`config.mk`:
```
export PLATFORM = sky130hd
export DESIGN_NAME = max_pool_2x2
export DESIGN_NICKNAME = d
export VERILOG_FILES = /design/src/rtl/npu_pool_pkg.sv /design/src/rtl/pool_row_buf.sv /design/src/rtl/max_pool_2x2.sv
export SDC_FILE = /design/constraint.sdc
export NUM_CORES = 1
export LEC_CHECK = 0
export BUFFER_PORTS_ARGS = -buffer_cell sky130_fd_sc_hd__buf_2
export CORE_ASPECT_RATIO = 2
export CORE_MARGIN = 10
export CORE_UTILIZATION = 41
export CTS_BUF_LIST = sky130_fd_sc_hd__clkbuf_8
export CTS_CLUSTER_DIAMETER = 50
export CTS_CLUSTER_SIZE = 10
export DETAILED_ROUTE_END_ITERATION = 16
export PLACE_DENSITY_LB_ADDON = 0.12
export SETUP_SLACK_MARGIN = 0.05
export SKIP_LAST_GASP = 1
export SLEW_MARGIN = 10
export SYNTH_ARGS = -nofsm -noshare
export SYNTH_HDL_FRONTEND = slang
export SYNTH_HIERARCHICAL = 1
export SYNTH_SLANG_ARGS = --single-unit
```
`constraint.sdc`:
```
create_clock -name clk -period 6.75 [get_ports clk]
set_input_delay 1.6875 -clock clk [delete_from_list [all_inputs] [get_ports clk]]
set_output_delay 1.6875 -clock clk [all_outputs]
set_load 0.02 [all_outputs]
```
`src/rtl/npu_pool_pkg.sv`:
```
// npu_pool_pkg: constants, phase enum and compare helpers shared by the
// 2x2 max-pool stage.
// Macro POOL_RELU_EN: when defined, values compare as signed two's complement
// and relu() clamps negative maxima to zero. When undefined, values compare
// unsigned and relu() passes its input through.
package npu_pool_pkg;

  localparam int BIT_DEPTH = 8;
  localparam int ROW_PAIRS = 13;
  localparam int ADDR_W    = 5;

  // Which row of the 2x2 window an event belongs to (taken from comp2_en)
  typedef enum logic {
    ROW_A = 1'b0,
    ROW_B = 1'b1
  } phase_e;

  // Returns the larger of a and b. On a tie it returns a, so the caller passes
  // the buffered value as a to keep it.
  function automatic logic [BIT_DEPTH-1:0] max2(input logic [BIT_DEPTH-1:0] a,
                                                input logic [BIT_DEPTH-1:0] b);
    logic a_wins;
`ifdef POOL_RELU_EN
    a_wins = ($signed(a) >= $signed(b));
`else
    a_wins = (a >= b);
`endif
    return a_wins ? a : b;
  endfunction

  // Fused ReLU on the pooled value. Without the macro this is the identity.
  function automatic logic [BIT_DEPTH-1:0] relu(input logic [BIT_DEPTH-1:0] v);
`ifdef POOL_RELU_EN
    return v[BIT_DEPTH-1] ? {BIT_DEPTH{1'b0}} : v;
`else
    return v;
`endif
  endfunction

endpackage

```
`src/rtl/pool_row_buf.sv`:
```
// pool_row_buf: one-row buffer of partial maxima, with a valid bit per entry.
// Ports:
//   clk, rst          clock and asynchronous active-high reset (valid bits only)
//   clr_i             synchronous clear of every valid bit
//   idx_i             entry that is written and read this cycle
//   wr_en_i/wr_data_i store data at idx_i and set its valid bit
//   inv_en_i          clear the valid bit at idx_i
//   rd_data_o         asynchronous read of the entry at idx_i
//   rd_valid_o        valid bit of the entry at idx_i
module pool_row_buf #(
  parameter int DEPTH = 13,
  parameter int WIDTH = 8,
  parameter int IDX_W = 4
) (
  input  logic             clk,
  input  logic             rst,
  input  logic             clr_i,
  input  logic [IDX_W-1:0] idx_i,
  input  logic             wr_en_i,
  input  logic [WIDTH-1:0] wr_data_i,
  input  logic             inv_en_i,
  output logic [WIDTH-1:0] rd_data_o,
  output logic             rd_valid_o
);

  logic [WIDTH-1:0] mem_q [DEPTH];
  logic [DEPTH-1:0] valid_q;

  // Data storage. It has no reset because the valid bits qualify every entry.
  always_ff @(posedge clk) begin
    if (wr_en_i && !clr_i) begin
      mem_q[idx_i] <= wr_data_i;
    end
  end

  // Valid bits: reset and clear take priority over a set or an invalidate
  always_ff @(posedge clk or posedge rst) begin
    if (rst) begin
      valid_q <= {DEPTH{1'b0}};
    end else if (clr_i) begin
      valid_q <= {DEPTH{1'b0}};
    end else if (wr_en_i) begin
      valid_q[idx_i] <= 1'b1;
    end else if (inv_en_i) begin
      valid_q[idx_i] <= 1'b0;
    end
  end

  assign rd_data_o  = mem_q[idx_i];
  assign rd_valid_o = valid_q[idx_i];

endmodule

```
`src/rtl/max_pool_2x2.sv`:
```
// max_pool_2x2: reduces each 2x2 neighbourhood of convolution results to its
// maximum and writes the result to the destination memory.
// A rising edge of comp1_en is one event. comp2_en selects the row:
//   ROW_A (comp2_en=0): store max(sum1,sum2) in the row buffer at idx.
//   ROW_B (comp2_en=1): write max(buf[idx],sum1,sum2) to pool_addr.
// Ports:
//   clk, rst                 clock and asynchronous active-high reset
//   start, in_dest_addr      begin a feature map and load the base address
//   sum1, sum2               left and right convolution results of a pair
//   comp1_en, comp2_en       pair strobe and row qualifier
//   pool_wr_en/addr/out      single-cycle write port
//   row_done                 one-cycle pulse after the last pair of a row
//   err                      sticky protocol error, cleared by rst or start
// Macro POOL_RELU_EN: signed compare plus ReLU clamp (see npu_pool_pkg).
module max_pool_2x2 #(
  parameter int BIT_DEPTH = npu_pool_pkg::BIT_DEPTH,
  parameter int ROW_PAIRS = npu_pool_pkg::ROW_PAIRS,
  parameter int ADDR_W    = npu_pool_pkg::ADDR_W
) (
  input  logic                 clk,
  input  logic                 rst,
  input  logic                 start,
  input  logic [ADDR_W-1:0]    in_dest_addr,
  input  logic [BIT_DEPTH-1:0] sum1,
  input  logic [BIT_DEPTH-1:0] sum2,
  input  logic                 comp1_en,
  input  logic                 comp2_en,
  output logic                 pool_wr_en,
  output logic [ADDR_W-1:0]    pool_addr,
  output logic [BIT_DEPTH-1:0] pool_out,
  output logic                 row_done,
  output logic                 err
);
  import npu_pool_pkg::*;

  localparam int IDX_W = (ROW_PAIRS > 1) ? $clog2(ROW_PAIRS) : 1;
  localparam logic [IDX_W-1:0] LAST_IDX = IDX_W'(ROW_PAIRS - 1);

  logic                 comp1_q;
  logic [IDX_W-1:0]     idx_q, idx_d;
  logic [ADDR_W-1:0]    addr_q, addr_d;
  logic                 wr_en_q, wr_en_d;
  logic [BIT_DEPTH-1:0] out_q, out_d;
  logic                 row_done_q, row_done_d;
  logic                 err_q, err_d;

  logic                 event_s;
  phase_e               phase_s;
  logic [BIT_DEPTH-1:0] pair_max_s;
  logic [BIT_DEPTH-1:0] win_max_s;
  logic [BIT_DEPTH-1:0] buf_rd_s;
  logic                 buf_valid_s;
  logic                 buf_wr_s;
  logic                 buf_inv_s;

  pool_row_buf #(
    .DEPTH(ROW_PAIRS),
    .WIDTH(BIT_DEPTH),
    .IDX_W(IDX_W)
  ) u_row_buf (
    .clk       (clk),
    .rst       (rst),
    .clr_i     (start),
    .idx_i     (idx_q),
    .wr_en_i   (buf_wr_s),
    .wr_data_i (pair_max_s),
    .inv_en_i  (buf_inv_s),
    .rd_data_o (buf_rd_s),
    .rd_valid_o(buf_valid_s)
  );

  // Next-state logic: event decode, index and address counters, write port, error flag
  always_comb begin
    event_s    = comp1_en & ~comp1_q;
    phase_s    = comp2_en ? ROW_B : ROW_A;
    pair_max_s = max2(sum1, sum2);
    // The buffered value goes first so that it wins a tie
    win_max_s  = buf_valid_s ? max2(buf_rd_s, pair_max_s) : pair_max_s;

    idx_d      = idx_q;
    // The address steps in the cycle after a write strobe
    addr_d     = wr_en_q ? (addr_q + ADDR_W'(1)) : addr_q;
    wr_en_d    = 1'b0;
    out_d      = out_q;
    row_done_d = 1'b0;
    err_d      = err_q;
    buf_wr_s   = 1'b0;
    buf_inv_s  = 1'b0;

    if (start) begin
      // start takes priority, so an event in the same cycle is dropped
      idx_d  = {IDX_W{1'b0}};
      addr_d = in_dest_addr;
      out_d  = {BIT_DEPTH{1'b0}};
      err_d  = 1'b0;
    end else if (event_s) begin
      if (idx_q == LAST_IDX) begin
        idx_d      = {IDX_W{1'b0}};
        row_done_d = 1'b1;
      end else begin
        idx_d      = idx_q + IDX_W'(1);
        row_done_d = 1'b0;
      end
      case (phase_s)
        ROW_A: begin
          buf_wr_s = 1'b1;
          // The entry already holds a value, which ROW_A overwrites
          if (buf_valid_s) begin
            err_d = 1'b1;
          end else begin
            err_d = err_q;
          end
        end
        ROW_B: begin
          wr_en_d   = 1'b1;
          out_d     = relu(win_max_s);
          buf_inv_s = 1'b1;
          // No matching ROW_A value, so only the incoming pair is used
          if (!buf_valid_s) begin
            err_d = 1'b1;
          end else begin
            err_d = err_q;
          end
        end
        default: begin
          err_d = 1'b1;
        end
      endcase
    end else begin
      idx_d = idx_q;
    end
  end

  // State and registered outputs
  always_ff @(posedge clk or posedge rst) begin
    if (rst) begin
      comp1_q    <= 1'b0;
      idx_q      <= {IDX_W{1'b0}};
      addr_q     <= {ADDR_W{1'b0}};
      wr_en_q    <= 1'b0;
      out_q      <= {BIT_DEPTH{1'b0}};
      row_done_q <= 1'b0;
      err_q      <= 1'b0;
    end else begin
      comp1_q    <= comp1_en;
      idx_q      <= idx_d;
      addr_q     <= addr_d;
      wr_en_q    <= wr_en_d;
      out_q      <= out_d;
      row_done_q <= row_done_d;
      err_q      <= err_d;
    end
  end

  assign pool_wr_en = wr_en_q;
  assign pool_addr  = addr_q;
  assign pool_out   = out_q;
  assign row_done   = row_done_q;
  assign err        = err_q;

endmodule

```
==> reports/qor.yml, run 1 <==
clocking:
  cts_buffer_depth: 2
  cts.sinks: 138
  cts_resized: 0
  cts_tree: "yes"
  postCtsSetupBuffers: 0
  cts-buffers-inserted: 17
  h-tree-depth: 4
  clock-root-buffer: "clkbuf_8"
  clk_pin_slew_worst_paths_ns: 0.08
  clk_latency_ns: 0.45
  cts_hold_buf: 0
worst_setup_path:
  crit_type: "primary input to register"
  rr_endpoint: "pool_out[0]$_DFFE_PP0P_"
  cp_cell_sequence: "buf_2 -> ha_1 -> and3_1 -> o21ai_2 -> a21boi_2 -> or2_1 -> a311oi_1 -> inv_1 -> ha_1 -> nand2b_1 -> a21oi_1 -> o221ai_1 -> a21oi_2 -> o221ai_1"
  critPathRequiredTime_ns: 7.06
  cp_max_fo: 14
  cp.arrival_ns: 5.63
  critical-path-slowest-cell: "a311oi_1"
  end_kind: "register"
  worst-path-buf-inv: 2
  max_stage_delay_ns: 0.66
  crit_family: "compound AO/OA/AOI/OAI gates"
  critPathLaunchType: "primary input"
  r2r-start: "idx_q[0]$_DFFE_PP0P_"
  rrSetupSlack_ns: 2.90
  rr_worst_depth: 11
layout:
  utilization: 0.4635
  num-fill-cells: 1402
  multi_input_area_um2: 2327
  nets: 553
  regArea_um2: 3975
  drive_gt1_frac: 0.2184
  mostFrequentLayoutCell: "edfxtp_1"
  layout_common_cells: "edfxtp_1, buf_2, nand2_1"
  n_antenna_cell: 0
  postLayoutCellArea_um2: 7274
  area.growth.synth_to_final_pct: 11.19
timing:
  finClkSkew_ns: 0.01208
  finalSetupViolCount: 0
  max-slew-margin-rel: 0.3283
  hold_viol_final: 0
  period_share: 0.7889
  grt_setup_unrepaired: "false"
  hold_slack_ns: 0.4990
  fin_crit_ns: 5.325
  max_freq_mhz: 187.8
  setup_tns_ns: 0
  drv_slew: 0
  worst_pin_slew_ns: 1.004
min_path:
  hold_path_depth: 2
  hold_path.class: "register to register"
  min_to: "pool_out[6]$_DFFE_PP0P_"
  min_from: "pool_out[6]$_DFFE_PP0P_"
route:
  vias_per_cell: 5.805
  vias: 4197
  wl_per_cell_um: 22.13
  dr.pass1.iters: 5
  drcViolationCount: 0
  wirelength_mm: 16.00
  drtIter0Drc: 264
  antenna_left: 0
global_routing:
  grt_pass1_vias: 4374
  grt-ovfl-total: 0
  grt_antenna_before_repair: 0
  grt_start_max_net_pins: 41
  grt_usage: 0.1528
  grt_pass1_wl_mm: 24.51
pwr:
  vdd_drop_max_mv: 0.1173
  p_switching_w: 0.0004762
  power_frac_seq: 0.526
  power_density_nw_per_um2: 249.3
  p_int_w: 0.001338
  p_clk_frac: 0.362
  p_leak_nw: 2.577
  switching_share: 0.2625
  pwr-share-comb: 0.113
place:
  gp_congestion: 0.8477
  dpl-instance-area_um2: 6890
  port_buffers: 41
  dp_hpwl_mm: 11.18
flow_run:
  drv_cap: 0
yosys:
  synth-edff-count: 104
  synth_top_area_cell: "edfxtp_1"
  syn-cell-area_um2: 6543
  synth_ff_type: "edfxtp_1"
  yosysWarnings: 6
  synth-async-reset-ratio: 0.2464
  syn_nets: 513
  ys_ff_latch: 138
  ys_types: 57
  postSynthCellCount: 469
  synth_seq_area_share: 0.6074
  synth_top_area_frac: 0.4773
  avgSynthCellArea_um2: 13.95
  synthTopCellsByArea: "edfxtp_1, dfrtp_1, mux4_2"
floorplan:
  core-area_um2: 15700
  die_area_um2: 21720
  ios: 42
  rows: 65
  die_w_um: 109.3
  dieHeight_um: 198.6
  start_util: 0.4168
outcome:
  status: "complete, no violations"
## flip-flops by register name, indices dropped and copies added, names as in the netlist
signal and flops:
row_done 1, u_row_buf/valid_q 13, err 1, pool_out 8, u_row_buf/mem_q 104, pool_wr_en 1, pool_addr 5, idx_q 4
comp1_q 1
## through the flow
step / worst slack (ns) / total power, W / cells
after floorplan: 2.026 / 0.001112 / 469
after global placement: 1.136 / 0.001174 / 691
after detailed placement: 0.9798 / 0.001180 / 691
after CTS: 1.468 / 0.001835 / 723
after global routing: 1.163 / 0.001889 / 723
final: 1.425 / 0.001814 / 723
## per-layer routing
metal	wire length [um]	up-vias	global-route usage
li1	-	1903	-
met1	5595	2118	0.1480
met2	9180	136	0.2852
met3	649	40	0.03630
met4	573	0	0.07849
met5	0	-	0
## power by group through the flow
| stage | sequential [W] | combinational, W | clock [W] |
|---|---|---|---|
| after detailed placement | 0.000972 | 0.000208 | 0 |
| after global placement | 0.000972 | 0.000202 | 0 |
| after CTS | 0.000954 | 0.000209 | 0.000673 |
| after global routing | 0.000955 | 0.000225 | 0.000709 |
| final | 0.000954 | 0.000204 | 0.000656 |
| after floorplan | 0.000976 | 0.000135 | 0 |
## final cells by class
class	instances	share of cell area
tap	201	0.03457
multi-input combinational	281	0.3199
clock inverter	15	0.02064
timing repair buffer	46	0.03337
sequential	138	0.5464
inverter	25	0.01290
clock buffer	17	0.03216
## worst register-to-register path, delay by kind of cell, from the launching register on
family	cells	cell delay [ns]
AO/OA/AOI/OAI	5	1.22
adder cells (fa/ha/maj)	1	0.34
buffers and inverters	1	0.51
flip-flops	1	0.56
multiplexers	1	0.61
AND/OR/NAND/NOR	3	0.48
## how the worst max path moves through the flow
stage          cells after the start                 endpoint  startpoint  slack [ns]
3_5_place_dp                      15  pool_out[4]$_DFFE_PP0P_     sum2[1]        0.98
4_1_cts                           15  pool_out[6]$_DFFE_PP0P_     sum2[1]        1.47
6_report                          14  pool_out[4]$_DFFE_PP0P_     sum1[2]        1.42
5_1_grt                           15  pool_out[6]$_DFFE_PP0P_     sum2[2]        1.16
2_1_floorplan                     15  pool_out[4]$_DFFE_PP0P_     sum2[1]        2.03
3_3_place_gp                      14  pool_out[6]$_DFFE_PP0P_     sum1[2]        1.14
## logic make-up after synthesis
kind of cell               after synthesis  synth area share
and+or+nand+nor                        120           0.09428
xor gates and xnor gates                 5          0.006695
buffers and inverters                   50           0.03691
adders and majority gates               18           0.03442
muxes                                   41            0.1174
DFF                                    138            0.6074
AOI/OAI and AO/OA                       97            0.1029
## cells in the mapped netlist, types with 4 or more instances
cell type,n
o21ai_1,4
mux4_2,18
nand3_1,16
inv_1,21
o221ai_1,5
nor2_1,16
inv_2,4
buf_2,11
mux2i_1,13
nand4_1,8
edfxtp_1,104
o31ai_1,6
ha_1,18
a21oi_1,34
nand2b_1,6
nand2_1,40
nor4_1,6
nor2b_1,5
mux4_1,8
dfrtp_1,34
o22ai_1,8
clkbuf_1,7
o21ai_0,17
(Power assumes the default switching activity.)
==> inputs of run 2 (changes only) <==
- clock period: 6.75 -> 4.7 ns (I/O delays scaled with it)
==> reports/qor.yml, run 2 (synthesis results as in run 1) <==
worst_setup_path:
  cp_cell_sequence: "buf_2 -> inv_1 -> ha_1 -> nor2b_4 -> o31ai_4 -> a21boi_2 -> or2_1 -> a311oi_1 -> inv_1 -> ha_1 -> nand2b_1 -> a21oi_1 -> o221ai_1 -> a21oi_2 -> o221ai_1"
  critPathLaunchType: "primary input"
  max_stage_delay_ns: 0.51  # -0.15 ns
  critPathRequiredTime_ns: 4.99  # -2.07 ns
  rr_worst_depth: 11  # unchanged
  cp.arrival_ns: 4.40  # -1.23 ns
  rrSetupSlack_ns: 0.88  # -2.02 ns
  r2r-start: "idx_q[0]$_DFFE_PP0P_"
  crit_type: "primary input to register"
  rr_endpoint: "pool_out[6]$_DFFE_PP0P_"
  end_kind: "register"
  cp_max_fo: 7  # -7
  critical-path-slowest-cell: "a311oi_1"
layout:
  regMostFlops: "u_row_buf/mem_q"
  mostFrequentLayoutCell: "edfxtp_1"
  multi_input_area_um2: 2327  # unchanged
  nets: 571  # +3.3%
  largest_reg_flops: 104  # unchanged
  drive_gt1_frac: 0.2426  # +0.02420
  area.growth.synth_to_final_pct: 13.71
  n_antenna_cell: 0  # unchanged
  layout_common_cells: "edfxtp_1, buf_2, nand2_1"
  num-fill-cells: 1419  # +1.2%
  regArea_um2: 3975  # unchanged
timing:
  hold_slack_ns: 0.4975  # -0.001502 ns
  grt_setup_unrepaired: "false"
  finalSetupViolCount: 0  # unchanged
  setup_tns_ns: 0  # unchanged
  hold_viol_final: 0  # unchanged
  period_share: 0.8742
  drv_slew: 0  # unchanged
  max_freq_mhz: 243.4
  fin_crit_ns: 4.109
  max-slew-margin-rel: 0.3584  # +0.03015
  worst_pin_slew_ns: 0.9588  # -0.04506 ns
  finClkSkew_ns: 0.009745  # -0.002331 ns
pwr:
  p_leak_nw: 2.694  # +4.6%
  switching_share: 0.2479  # -0.01461
  p_clk_frac: 0.373  # +0.011
  p_int_w: 0.002013  # +50%
  pwr-share-comb: 0.113  # about the same
  vdd_drop_max_mv: 0.1858  # +58%
  p_switching_w: 0.0006636  # +39%
  power_density_nw_per_um2: 359.8  # +44%
  power_frac_seq: 0.514  # -0.012
clocking:
  cts-buffers-inserted: 17  # unchanged
  clk_pin_slew_worst_paths_ns: 0.07  # about the same
  cts_hold_buf: 0  # unchanged
  h-tree-depth: 4  # unchanged
  cts_resized: 0  # unchanged
  cts_buffer_depth: 2  # unchanged
  postCtsSetupBuffers: 0  # unchanged
  cts.sinks: 138  # unchanged
  clock-root-buffer: "clkbuf_8"
  cts_tree: "yes"
  clk_latency_ns: 0.44  # about the same
floorplan:
  start_util: 0.4168  # unchanged
  core-area_um2: 15700  # unchanged
  rows: 65  # unchanged
  ios: 42  # unchanged
  die_area_um2: 21720  # unchanged
  dieHeight_um: 198.6  # unchanged
  die_w_um: 109.3  # unchanged
global_routing:
  grt_pass1_wl_mm: 25.69  # +4.8%
  grt_usage: 0.1608  # +0.007997
  grt_antenna_before_repair: 0  # unchanged
  grt_pass1_vias: 4526  # +3.5%
  grt-ovfl-total: 0  # unchanged
  grt_start_max_net_pins: 32  # -22%
route:
  drtIter0Drc: 183  # -31%
  drcViolationCount: 0  # unchanged
  vias_per_cell: 5.684  # -2.1%
  wirelength_mm: 16.64  # +4.0%
  wl_per_cell_um: 22.45  # +1.5%
  antenna_left: 0  # unchanged
  dr.pass1.iters: 4  # -1
  vias: 4212  # +0.36%
place:
  gp_congestion: 0.8285  # -2.3%
  dp_hpwl_mm: 11.94  # +6.7%
  port_buffers: 41  # unchanged
min_path:
  hold_path.class: "register to register"
  min_from: "pool_out[5]$_DFFE_PP0P_"
  min_to: "pool_out[5]$_DFFE_PP0P_"
  hold_path_depth: 2  # unchanged
flow_run:
  drv_cap: 0  # unchanged
outcome:
  status: "complete, no violations"
## run 2: cell count changes in the layout (fill, tap and decap cells not counted)
cell       delta
buf_4        +18
clkinv_4      -3
inv_1         +3
clkbuf_8      +2
clkinv_1      -2
bufinv_16     +1
clkinv_2      -1
## run 2: final cells by class
class	instances	share of cell area
sequential	138	0.5343
multi-input combinational	281	0.3128
timing repair buffer	64	0.05079
clock buffer	19	0.03515
tap	201	0.03380
clock inverter	13	0.02052
inverter	25	0.01261
## run 2: worst max-delay path by stage
stage                  from                 endpoint  slack [ns]  cells after the start
floorplan           sum2[1]  pool_out[4]$_DFFE_PP0P_        0.49                     15
global placement    sum2[1]  pool_out[6]$_DFFE_PP0P_        0.27                     15
detailed placement  sum2[1]  pool_out[6]$_DFFE_PP0P_        0.17                     15
CTS                 sum2[1]  pool_out[6]$_DFFE_PP0P_        0.63                     15
global route        sum2[7]  pool_out[7]$_DFFE_PP0P_        0.41                     15
finish              sum2[1]  pool_out[6]$_DFFE_PP0P_        0.59                     15
## run 2: power groups by stage
| stage | combinational [W] | sequential [W] | clock (W) |
|---|---|---|---|
| final | 0.000301 | 0.00138 | 0.00100 |
| after detailed placement | 0.000305 | 0.00140 | 0 |
| after global routing | 0.000331 | 0.00138 | 0.00108 |
| after CTS | 0.000306 | 0.00138 | 0.00103 |
| after floorplan | 0.000194 | 0.00140 | 0 |
| after global placement | 0.000297 | 0.00140 | 0 |
## run 2: metrics by stage
step | setup WS (ns) | cell area [um2] | power, W | instances | util
finish | 0.5913 | 7440 | 0.002677 | 741 | 0.4740
global route | 0.4086 | 7440 | 0.002786 | 741 | 0.4740
CTS | 0.6279 | 7440 | 0.002709 | 741 | 0.4740
detailed placement | 0.1717 | 7025 | 0.001708 | 709 | 0.4476
global placement | 0.2700 | 7025 | 0.001700 | 709 | 0.4476
floorplan | 0.4887 | 6543 | 0.001596 | 469 | -
## run 2: per-layer routing
layer | global-route usage | vias to the layer above | routed length (um)
li1 | - | 1935 | -
met1 | 0.1563 | 2118 | 5699
met2 | 0.2992 | 130 | 9548
met3 | 0.03468 | 29 | 673
met4 | 0.08866 | 0 | 716
met5 | 0 | - | 0
## run 2: critical path, delay by kind of cell
kind	cells	cell delay, ns
AO/OA/AOI/OAI	7	1.77
adder cells (fa/ha/maj)	2	0.52
AND/OR/NAND/NOR	3	0.63
buffers and inverters	3	0.30
==> inputs of run 3 (changes only) <==
- CORE_UTILIZATION: 41 -> 57
==> reports/qor.yml, run 3 (synthesis results as in run 1) <==
clocking:
  cts_resized: 0  # unchanged
  cts.sinks: 138  # unchanged
  cts_hold_buf: 0  # unchanged
  cts-buffers-inserted: 17  # unchanged
  cts_buffer_depth: 2  # unchanged
  clock-root-buffer: "clkbuf_8"
  clk_latency_ns: 0.45  # about the same
  cts_tree: "yes"
  h-tree-depth: 4  # unchanged
  clk_pin_slew_worst_paths_ns: 0.08  # about the same
  postCtsSetupBuffers: 0  # unchanged
route:
  dr.pass1.iters: 4  # unchanged
  antenna_left: 0  # unchanged
  vias_per_cell: 6.132  # +7.9%
  drtIter0Drc: 323  # +77%
  drcViolationCount: 0  # unchanged
  wl_per_cell_um: 22.21  # -1.1%
  wirelength_mm: 14.93  # -10%
  vias: 4121  # -2.2%
worst_setup_path:
  critPathLaunchType: "primary input"
  cp_max_fo: 7  # unchanged
  cp_cell_sequence: "buf_2 -> inv_1 -> ha_1 -> and3_1 -> o21ai_2 -> a21boi_2 -> or2_1 -> a311oi_1 -> inv_1 -> ha_1 -> nand2b_1 -> a21oi_1 -> o221ai_1 -> a21oi_2 -> o221ai_1"
  critPathRequiredTime_ns: 4.99  # about the same
  end_kind: "register"
  r2r-start: "idx_q[0]$_DFFE_PP0P_"
  critical-path-slowest-cell: "a311oi_1"
  crit_start: "sum2[2]"
  cp.arrival_ns: 4.45  # +0.05 ns
  worst-path-buf-inv: 3  # unchanged
  max_stage_delay_ns: 0.49  # -0.02 ns
  crit_type: "primary input to register"
  crit_family: "compound AO/OA/AOI/OAI gates"
place:
  gp_congestion: 0.9167  # +11%
  dpl-instance-area_um2: 6877  # -2.1%
  port_buffers: 41  # unchanged
  dp_hpwl_mm: 10.84  # -9.2%
flow_run:
  drv_cap: 0  # unchanged
timing:
  drv_slew: 0  # unchanged
  finalSetupViolCount: 0  # unchanged
  grt_setup_unrepaired: "false"
  max_freq_mhz: 240.6  # -1.1%
  fin_crit_ns: 4.156  # +0.04727 ns
  setup_tns_ns: 0  # unchanged
  max-slew-margin-rel: 0.2521  # -0.1063
  hold_viol_final: 0  # unchanged
  finClkSkew_ns: 0.01421  # +0.004470 ns
  worst_pin_slew_ns: 1.122  # +0.1630 ns
  period_share: 0.8842  # +0.01006
layout:
  postLayoutCellArea_um2: 7311  # -1.7%
  n_antenna_cell: 0  # unchanged
  utilization: 0.6478  # +0.1738
  regMostFlops: "u_row_buf/mem_q"
  area.growth.synth_to_final_pct: 11.74
  layout_common_cells: "edfxtp_1, buf_2, nand2_1"
  num-fill-cells: 874  # -38%
  drive_gt1_frac: 0.2340  # -0.008630
  largest_reg_flops: 104  # unchanged
  mostFrequentLayoutCell: "edfxtp_1"
  nets: 561  # -1.8%
floorplan:
  rows: 55  # -15%
  die_w_um: 95.76  # -12%
  start_util: 0.5797  # +0.1629
  die_area_um2: 16420  # -24%
  dieHeight_um: 171.5  # -14%
  ios: 42  # unchanged
  core-area_um2: 11290  # -28%
global_routing:
  grt_start_max_net_pins: 34  # +6.3%
  grt_antenna_before_repair: 0  # unchanged
  grt-ovfl-total: 0  # unchanged
  grt_pass1_wl_mm: 23.58  # -8.2%
  grt_usage: 0.1936  # +0.03283
  grt_pass1_vias: 4398  # -2.8%
min_path:
  min_from: "pool_out[7]$_DFFE_PP0P_"
  hold_path.class: "register to register"
outcome:
  status: "complete, no violations"
pwr:
  p_leak_nw: 2.642  # -2.0%
  vdd_drop_max_mv: 0.3136  # +69%
  power_density_nw_per_um2: 368.4  # +2.4%
-- run 3: path summary, 6_finish.rpt --
kind	cells after the start	slack (ns)	end
setup / recovery	15	0.54	pool_out[4]$_DFFE_PP0P_
hold / removal	2	0.50	pool_out[7]$_DFFE_PP0P_
setup reg to reg	10	0.91	pool_out[4]$_DFFE_PP0P_
hold reg to reg	2	0.50	pool_out[7]$_DFFE_PP0P_
max in group asynchronous	2	3.31	idx_q[0]$_DFFE_PP0P_
min in group asynchronous	2	0.75	u_row_buf/valid_q[3]$_DFFE_PP0P_
-- run 3: area by class of cell --
class,count,area [um2],area share
Clock buffer,17,234.0,0.03200
Sequential cell,138,3975,0.5437
Inverter,25,93.84,0.01284
Multi-Input combinational cell,281,2327,0.3183
Tap cell,142,177.7,0.02430
Timing Repair Buffer,54,302.8,0.04142
Clock inverter,15,200.2,0.02738
-- run 3: metal layers --
| metal | wire [um] | track usage | part of all wire |
|---|---|---|---|
| met5 | 0 | 0 | 0 |
| met4 | 506 | 0.09413 | 0.034 |
| met3 | 644 | 0.04234 | 0.043 |
| met2 | 8511 | 0.3523 | 0.57 |
| met1 | 5265 | 0.1997 | 0.35 |
-- run 3: power by group --
group / leakage, nW / switching [W] / internal [W]
registers: 1.39 / 0.0000190 / 0.00136
clock network: 0.217 / 0.000519 / 0.000504
logic: 1.03 / 0.000189 / 0.000105
-- run 3: through the flow --
| stage | hold slack [ns] | power [W] | std cells | worst slack, ns |
|---|---|---|---|---|
| floorplan | 0.5030 | 0.001596 | 469 | 0.4887 |
| global placement | 0.4732 | 0.001691 | 640 | 0.2838 |
| detailed placement | 0.4849 | 0.001700 | 640 | 0.1601 |
| CTS | 0.5066 | 0.002715 | 672 | 0.5789 |
| global route | 0.5203 | 0.002802 | 672 | 0.2556 |
| finish | 0.4965 | 0.002693 | 672 | 0.5441 |
-- run 3: tightest hold or removal path: stages (launching register included) --
cell,delay (ns)
dfrtp_1,0.34
nand2_1,0.05
o221ai_1,0.06
